===== config.mk =====
export PLATFORM = sky130hd
export DESIGN_NAME = edp_diag_reader_flat
export DESIGN_NICKNAME = d
export VERILOG_FILES = /design/src/rtl/edp_diag_reader_if.sv /design/src/rtl/edp_diag_reader.sv /design/src/flat_wrapper.sv
export SDC_FILE = /design/constraint.sdc
export NUM_CORES = 1
export LEC_CHECK = 0
export BUFFER_PORTS_ARGS = -buffer_cell sky130_fd_sc_hd__buf_4
export CAP_MARGIN = 20
export CORE_ASPECT_RATIO = 2
export CORE_MARGIN = 1.5
export CORE_UTILIZATION = 30
export CTS_CLUSTER_DIAMETER = 30
export DETAILED_ROUTE_END_ITERATION = 7
export PLACE_DENSITY = 0.53
export SYNTH_ARGS = -nofsm -noshare
export SYNTH_HDL_FRONTEND = slang
export SYNTH_SLANG_ARGS = --single-unit

===== constraint.sdc =====
create_clock -name clk -period 2.15 [get_ports clk]
set_clock_uncertainty 0.05 [all_clocks]
set_input_delay 0.645 -clock clk [delete_from_list [all_inputs] [get_ports clk]]
set_output_delay 0.645 -clock clk [all_outputs]
set_load 0.05 [all_outputs]

===== src/rtl/edp_diag_reader_if.sv =====
// Bundle of the request, EBUS/EDP and response channels used by the
// EDP diagnostic-read path. The slave modport is the reader itself; the
// master modport is the surrounding logic: the front-end, the bus arbiter,
// the EDP and the response consumer.
// Optional macro EDP_DIAG_PARITY_EN adds fm_parity_in and rsp_par_err.
interface edp_diag_reader_if;
  logic        req_valid;
  logic        req_ready;
  logic [0:2]  req_sel;
  logic        req_all;
  logic        ebus_req;
  logic        ebus_grant;
  logic        diag_read;
  logic [4:6]  diag_func;
  logic [0:35] ebus_data;
  logic        rsp_valid;
  logic        rsp_ready;
  logic [0:2]  rsp_sel;
  logic [0:35] rsp_data;
  logic        rsp_last;
  logic        rsp_err;
`ifdef EDP_DIAG_PARITY_EN
  logic        fm_parity_in;
  logic        rsp_par_err;

  modport master (
    output req_valid, req_sel, req_all, ebus_grant, ebus_data, rsp_ready, fm_parity_in,
    input  req_ready, ebus_req, diag_read, diag_func, rsp_valid, rsp_sel, rsp_data,
           rsp_last, rsp_err, rsp_par_err
  );

  modport slave (
    input  req_valid, req_sel, req_all, ebus_grant, ebus_data, rsp_ready, fm_parity_in,
    output req_ready, ebus_req, diag_read, diag_func, rsp_valid, rsp_sel, rsp_data,
           rsp_last, rsp_err, rsp_par_err
  );
`else
  modport master (
    output req_valid, req_sel, req_all, ebus_grant, ebus_data, rsp_ready,
    input  req_ready, ebus_req, diag_read, diag_func, rsp_valid, rsp_sel, rsp_data,
           rsp_last, rsp_err
  );

  modport slave (
    input  req_valid, req_sel, req_all, ebus_grant, ebus_data, rsp_ready,
    output req_ready, ebus_req, diag_read, diag_func, rsp_valid, rsp_sel, rsp_data,
           rsp_last, rsp_err
  );
`endif
endinterface


===== src/rtl/edp_diag_reader.sv =====
// EBUS-side reader for the EDP diagnostic-read path. It takes a single read
// or an 8-register sweep (AR, BR, MQ, FM, BRX, ARX, ADX, AD) and arbitrates
// for the EBUS separately for every register. It holds DIAG_READ for SETTLE
// clocks, captures the EBUS word, and returns it through one registered
// valid/ready response stage. A grant that never arrives within
// GRANT_TIMEOUT clocks produces an error response and ends the request.
// Optional macro EDP_DIAG_PARITY_EN enables the FM parity check.
module edp_diag_reader #(
  parameter int SETTLE        = 2,
  parameter int GRANT_TIMEOUT = 255
) (
  input logic              clk,
  input logic              rst_n,
  edp_diag_reader_if.slave bus
);

  localparam int TW = $clog2(GRANT_TIMEOUT + 1);
  localparam int SW = $clog2(SETTLE + 1);

  typedef enum logic [2:0] {IDLE, REQ, DRIVE, RESP, ERR} state_t;

  state_t      state, state_d;
  logic [0:2]  cur_sel, cur_sel_d;
  logic        all_q, all_d;
  logic [TW-1:0] tmo_cnt, tmo_cnt_d;
  logic [SW-1:0] settle_cnt, settle_cnt_d;
  logic [0:35] data_q;
  logic        capture;
  logic        last;

  // A single read is always last; a sweep ends on AD and never wraps.
  assign last = ~all_q | (cur_sel == 3'd7);

  // State register.
  always_ff @(posedge clk or negedge rst_n) begin
    if (!rst_n) state <= IDLE;
    else        state <= state_d;
  end

  // Select, sweep flag, counters and the captured word.
  always_ff @(posedge clk or negedge rst_n) begin
    if (!rst_n) begin
      cur_sel    <= '0;
      all_q      <= 1'b0;
      tmo_cnt    <= '0;
      settle_cnt <= '0;
      data_q     <= '0;
    end else begin
      cur_sel    <= cur_sel_d;
      all_q      <= all_d;
      tmo_cnt    <= tmo_cnt_d;
      settle_cnt <= settle_cnt_d;
      if (capture) data_q <= bus.ebus_data;
    end
  end

  // Next-state and output decode; outputs depend only on state and registers.
  always_comb begin
    state_d       = state;
    cur_sel_d     = cur_sel;
    all_d         = all_q;
    tmo_cnt_d     = tmo_cnt;
    settle_cnt_d  = settle_cnt;
    capture       = 1'b0;
    bus.req_ready = 1'b0;
    bus.ebus_req  = 1'b0;
    bus.diag_read = 1'b0;
    bus.diag_func = '0;
    bus.rsp_valid = 1'b0;
    bus.rsp_sel   = '0;
    bus.rsp_data  = '0;
    bus.rsp_last  = 1'b0;
    bus.rsp_err   = 1'b0;
    case (state)
      IDLE: begin
        bus.req_ready = 1'b1;
        if (bus.req_valid) begin
          cur_sel_d    = bus.req_all ? 3'd0 : bus.req_sel;
          all_d        = bus.req_all;
          tmo_cnt_d    = '0;
          settle_cnt_d = '0;
          state_d      = REQ;
        end
      end
      REQ: begin
        bus.ebus_req = 1'b1;
        if (bus.ebus_grant) begin
          tmo_cnt_d    = '0;
          settle_cnt_d = '0;
          state_d      = DRIVE;
        end else if (tmo_cnt == TW'(GRANT_TIMEOUT - 1)) begin
          tmo_cnt_d = '0;
          state_d   = ERR;
        end else begin
          tmo_cnt_d = tmo_cnt + TW'(1);
        end
      end
      DRIVE: begin
        bus.ebus_req  = 1'b1;
        bus.diag_read = 1'b1;
        bus.diag_func = cur_sel;
        if (!bus.ebus_grant) begin
          settle_cnt_d = '0;
          tmo_cnt_d    = '0;
          state_d      = REQ;
        end else if (settle_cnt == SW'(SETTLE - 1)) begin
          capture      = 1'b1;
          settle_cnt_d = '0;
          state_d      = RESP;
        end else begin
          settle_cnt_d = settle_cnt + SW'(1);
        end
      end
      RESP: begin
        bus.rsp_valid = 1'b1;
        bus.rsp_sel   = cur_sel;
        bus.rsp_data  = data_q;
        bus.rsp_last  = last;
        if (bus.rsp_ready) begin
          if (last) begin
            state_d = IDLE;
          end else begin
            cur_sel_d = cur_sel + 3'd1;
            state_d   = REQ;
          end
        end
      end
      ERR: begin
        bus.rsp_valid = 1'b1;
        bus.rsp_err   = 1'b1;
        bus.rsp_last  = 1'b1;
        bus.rsp_sel   = cur_sel;
        if (bus.rsp_ready) state_d = IDLE;
      end
      default: state_d = IDLE;
    endcase
  end

`ifdef EDP_DIAG_PARITY_EN
  logic par_q;

  // FM word parity is checked against the EDP's parity bit at capture time.
  always_ff @(posedge clk or negedge rst_n) begin
    if (!rst_n)       par_q <= 1'b0;
    else if (capture) par_q <= (cur_sel == 3'd3) && ((^bus.ebus_data) != bus.fm_parity_in);
  end

  assign bus.rsp_par_err = (state == RESP) & par_q;
`endif

endmodule


===== src/flat_wrapper.sv =====
// flat-port wrapper written by rule: the top's interface ports become plain ports
module edp_diag_reader_flat 
#(
  parameter int SETTLE        = 2,
  parameter int GRANT_TIMEOUT = 255
)
  (clk, rst_n, bus_req_valid, bus_req_sel, bus_req_all, bus_ebus_grant, bus_ebus_data, bus_rsp_ready, bus_req_ready, bus_ebus_req, bus_diag_read, bus_diag_func, bus_rsp_valid, bus_rsp_sel, bus_rsp_data, bus_rsp_last, bus_rsp_err);
  edp_diag_reader_if bus_i ();
  input logic clk;
  input logic rst_n;
  input wire logic [$bits(bus_i.req_valid)-1:0] bus_req_valid;
  input wire logic [$bits(bus_i.req_sel)-1:0] bus_req_sel;
  input wire logic [$bits(bus_i.req_all)-1:0] bus_req_all;
  input wire logic [$bits(bus_i.ebus_grant)-1:0] bus_ebus_grant;
  input wire logic [$bits(bus_i.ebus_data)-1:0] bus_ebus_data;
  input wire logic [$bits(bus_i.rsp_ready)-1:0] bus_rsp_ready;
  output wire logic [$bits(bus_i.req_ready)-1:0] bus_req_ready;
  output wire logic [$bits(bus_i.ebus_req)-1:0] bus_ebus_req;
  output wire logic [$bits(bus_i.diag_read)-1:0] bus_diag_read;
  output wire logic [$bits(bus_i.diag_func)-1:0] bus_diag_func;
  output wire logic [$bits(bus_i.rsp_valid)-1:0] bus_rsp_valid;
  output wire logic [$bits(bus_i.rsp_sel)-1:0] bus_rsp_sel;
  output wire logic [$bits(bus_i.rsp_data)-1:0] bus_rsp_data;
  output wire logic [$bits(bus_i.rsp_last)-1:0] bus_rsp_last;
  output wire logic [$bits(bus_i.rsp_err)-1:0] bus_rsp_err;
  assign bus_i.req_valid = bus_req_valid;
  assign bus_i.req_sel = bus_req_sel;
  assign bus_i.req_all = bus_req_all;
  assign bus_i.ebus_grant = bus_ebus_grant;
  assign bus_i.ebus_data = bus_ebus_data;
  assign bus_i.rsp_ready = bus_rsp_ready;
  assign bus_req_ready = bus_i.req_ready;
  assign bus_ebus_req = bus_i.ebus_req;
  assign bus_diag_read = bus_i.diag_read;
  assign bus_diag_func = bus_i.diag_func;
  assign bus_rsp_valid = bus_i.rsp_valid;
  assign bus_rsp_sel = bus_i.rsp_sel;
  assign bus_rsp_data = bus_i.rsp_data;
  assign bus_rsp_last = bus_i.rsp_last;
  assign bus_rsp_err = bus_i.rsp_err;
  edp_diag_reader #(.SETTLE(SETTLE), .GRANT_TIMEOUT(GRANT_TIMEOUT)) u_core (.clk(clk), .rst_n(rst_n), .bus(bus_i));
endmodule

# After elaboration in Yosys (flattened, before gate mapping)
# Cells that the tools add are included.
dict set report word_totals {
  register_bits 53
  in_bits 45
  output_inout_bits 48
  elab_cells 72
}
dict set report classes {
  reduce_logical 10
  add_sub_neg 3
  eq_ne 15
  bitwise 2
  n_mux 36
}
# operator n
set op_table {}
lappend op_table {{two-way mux 3 bit} 13}
lappend op_table {{two-way mux 36 bit} 1}
lappend op_table {{two-way mux 8 bit} 4}
lappend op_table {{case mux 8 bit (3 select lines)} 1}
lappend op_table {{case mux 3 bit (5 select lines)} 1}
lappend op_table {{!= test 2 bit, second input constant} 6}
lappend op_table {{two-way mux 1 bit} 9}
lappend op_table {{adder 8 x 1 -> 8 bit, second input constant} 1}
lappend op_table {{equality test 8 bit, second input constant} 1}
lappend op_table {{two-way mux 2 bit} 4}
lappend op_table {{equality test 3 x 2 -> 1 bit, second input constant} 2}
lappend op_table {{equality test 3 bit, second input constant} 2}
lappend op_table {{!= test 3 x 2 -> 1 bit, second input constant} 2}
lappend op_table {{case mux 2 bit (3 select lines)} 1}
lappend op_table {{case mux 3 bit (2 select lines)} 1}
lappend op_table {{AND reduction 3 bit} 2}
lappend op_table {{AND reduction 5 bit} 1}
lappend op_table {{AND reduction 4 bit} 1}
lappend op_table {{OR reduction 2 bit} 2}
lappend op_table {{adder 3 x 1 -> 3 bit, second input constant} 1}
lappend op_table {{equality test 3 x 1 -> 1 bit, second input constant} 1}
lappend op_table {{zero test 3 bit} 1}
lappend op_table {{nonzero test 3 bit} 1}
lappend op_table {{adder 2 x 1 -> 2 bit, second input constant} 1}
lappend op_table {{6 further kinds} 6}

# Logic depth before layout (Yosys ltp)
dict set report depth {
  word_depth 5
  mapped_depth 7
  depth_no_buf 6
}

# Least setup slack after synthesis
# Ideal clock, no wire load.
dict set report synth_timing {
  path_kind {reg-to-output}
  startpoint {register u_core.state[0]}
  endpoint {output bus_rsp_last}
  path_stages_with_launch 5
  slack_ns -0.564
  arrival_ns 2.019
  required_time_ns 1.455
  n_path_buf 2
  path_cell_list {dfrtp_1 -> buf_4 -> clkbuf_1 -> nand3b_1 -> o21ai_0}
}
dict set report synth_via {
  elab_chain_len 2
  word_cells_on_any_way 3
  classes_between {eq/ne: 2; mux: 1}
}
# element line
set synth_lines {}
lappend synth_lines {{from (decl)} edp_diag_reader.sv:22} ;# state_t state, state_d;
lappend synth_lines {{from (signal assigned)} edp_diag_reader.sv:37} ;# else state <= state_d;
lappend synth_lines {{equality test 3 bit or equality test 3 x 2 -> 1 bit (tied branches)} edp_diag_reader.sv:74} ;# case (state)
lappend synth_lines {{case mux 1 bit (2 select lines) *} edp_diag_reader.sv:74}
lappend synth_lines {{to (decl)} flat_wrapper.sv:24} ;# output wire logic [$bits(bus_i.rsp_last)-1:0] bus_rsp_last;
# Mark *: on every way between the ends. The rest lies on a longest branch, timed or not.

# Final worst setup path
dict set report layout_timing {
  startpoint {register u_core.state[1]}
  endpoint {output bus_rsp_data[22]}
}
dict set report layout_via {
  elab_chain_len 2
}
# element line
set layout_lines {}
lappend layout_lines {{equality test 3 x 2 -> 1 bit} edp_diag_reader.sv:74}
lappend layout_lines {{two-way mux 36 bit} edp_diag_reader.sv:74}
lappend layout_lines {{to (decl)} flat_wrapper.sv:23} ;# output wire logic [$bits(bus_i.rsp_data)-1:0] bus_rsp_data;
# No other way between the ends.

==> impl_metrics.toml <==
[place]
dp_cells = 434
place_hpwl_um = 4930
place.gp.congestion = 0.771
port_buffers = 92

[sta]
hold_viol_final = 0
layout_worst_path_cycle_share_pct = 102
timing.fmax_mhz = 455
rsz0062_at_grt = "true"
slew_viol_final = 0
worstMarginPinSlew_ps = 695
fin_ws_ps = -45.4
final-setup-viol-count = 39
min_period_ps = 2200
slew_headroom_pct = 53.6
fin_worst_hold_slack_ps = 329

[cts]
clockRootBuffer = "clkbuf_16"
clk_pin_slew_worst_paths_ps = 70
worstSkewPairLatency_ps = 290
cts.path.max_buffers = 2
htree_num_levels = 2
holdBufCountCts = 0
cts_buffers = 5
clkSinkCount = 53
cts_tree = "built"

[die]
core_um2 = 8650
die_y_um = 137
rows = 48
die-area_um2 = 9580
die_w_um = 70.0
initial_utilization_pct = 31.1
io_pins = 93

[worst_setup_path]
critPathRequiredTime_ps = 1450
crit_fanout = 22
startpoint_type = "flop"
crit_type = "flop to output pin"
arrival_ps = 1500
crit_start = "u_core.state[1]"
regToRegStartpoint = "u_core.state[1]"
endpoint_kind = "output pin"

[detailed_routing]
final_antenna_net_count = 0
avgViaCountPerCell = 4.84
post_drt_wl_per_cell_um = 15.0
vias = 2169
finalWirelength_um = 6730
first_iter_violations = 65
drc = 0
firstDrtPassIters = 4

[run]
drv_cap = 0

[finish]
fin_util_pct = 46.7
layout-drive-gt1-share_pct = 60.6
final_nets = 396
fillCellCount = 857
diodes = 0
multi_input_area_um2 = 1340
stdcell_count = 448
seq_area_um2 = 1330
synthToLayoutAreaGrowth_pct = 50.0

[synthesis]
async_flop_share_pct = 100
synth_top_area_share_pct = 49.3
synth_cell_types = 41
synthesis.area_um2 = 2690
synth_area_leader_cell = "dfrtp_1"
synth-edff-count = 0
synthCells = 242
synthTopCellsByArea = "dfrtp_1, mux2_2, and2_1"
ys_seq_area_share_pct = 49.3
synth_area_per_cell_um2 = 11.1
ys.flop_type = "dfrtp_1"
synth_nets = 291
ys_ff_latch = 53
yosys_warnings = 0

[global_route]
antenna_found_initial = 0
grt_max_degree = 54
grt.total_usage_pct = 14.5
grt_pass1_wl_um = 10900
grt_pass1_vias = 2211
grt_overflow = 0

[hold_path]
holdCritPathClass = "input pin to async pin"

[run_status]
violations = "setup timing"
status = "finished, violations left"

[power]
peakVddDrop_v = 0.000552
powerDensity_nw_per_um2 = 1210
p_leak_nw = 2.00
==> through the flow <==
step                power, mW  setup TNS (ps)  cell area, um2  worst slack [ps]
floorplan                3.13            -923            2750              -236
global placement         3.83               0            3640               128
detailed placement       3.87               0            3640              96.3
finish                   4.87           -1340            4040             -45.4
global route             5.19           -3380            4040             -93.8
CTS                      4.89           -1910            4010             -58.9
==> worst paths after layout <==
| path | to | slack, ps | cells past startpoint |
|---|---|---|---|
| max in group asynchronous | u_core.settle_cnt[0] | 1230 | 1 |
| worst max register to register | u_core.tmo_cnt[5] | 50 | 7 |
| worst max-delay path | bus_rsp_data[22] | -50 | 4 |
| worst min register to register | u_core.data_q[23] | 450 | 1 |
| worst min-delay path | u_core.data_q[10] | 330 | 1 |
| min in group clk | u_core.data_q[23] | 450 | 1 |
==> Yosys cell counts, types with 6 or more instances <==
master	n
dfrtp_1	53
and2_1	39
mux2_2	37
a21oi_1	11
nand2_1	11
clkbuf_1	8
inv_1	8
nor2b_1	7
a31oi_1	6
nor2_1	6
==> state kept, by name (all words and copies together), names as in the netlist <==
register	cells
u_core.data_q	36
u_core.tmo_cnt	8
u_core.settle_cnt	2
u_core.cur_sel	3
u_core.all_q	1
u_core.state	3
==> kinds of logic after synthesis <==
family                   after synthesis  synth area share [%]
AND/OR/NAND/NOR                       89                  20.2
flip-flops                            53                  49.3
multiplexers                          38                  15.9
AO/OA/AOI/OAI                         34                  8.55
buffers and inverters                 23                  3.95
adder cells (fa/ha/maj)                4                  1.86
XOR/XNOR                               1                 0.325
==> critical path, cell delays in order, from the launching register on <==
cell and delay (ps):
dfrtp_1 410, and3b_2 280, buf_12 170, and2_2 200
buf_8 150
==> timing repair <==
item                       4_1_cts  5_1_grt
gates cloned                     0        0
pin swaps                        2        0
setup endpoints to repair       46       45
resized for setup               52        2
buffers inserted                 3        3
==> power breakdown <==
group          internal, mW  total [mW]  switching [mW]
clock network         0.468       0.834           0.366
logic                  1.10        2.39            1.29
registers              1.41        1.64           0.227
total                  2.98        4.87            1.89
==> routing by layer <==
layer	vias up	GRT usage [%]	routed length, um
met1	1058	15.6	2430
li1	1043	-	-
met5	-	0	0
met3	7	3.09	293
met4	0	5.34	106
met2	61	27.2	3910
==> cells in the final DEF, fill, tap and decap left out, types with 4 or more instances in the layout <==
master     netlist  final
nor2b_1          7      6
a21oi_1         11     10
nand2_1         11     11
nand3_1          4      4
buf_4            2     65
o22ai_1          4      4
clkbuf_16        0      5
nor2_1           6      5
mux2_2          37     37
buf_6            1     44
inv_1            8      8
dfrtp_1         53     53
a31oi_1          6      6
and2_2           0     36
==> final cells by class <==
type / count / area share (%)
multi-input cells: 166 / 33.3
clock inverters: 2 / 0.403
clock buffers: 6 / 3.44
flip-flops and latches: 53 / 32.8
repair buffers: 113 / 26.2
well taps: 100 / 3.10
inverters: 8 / 0.744
(Power assumes the default switching activity.)
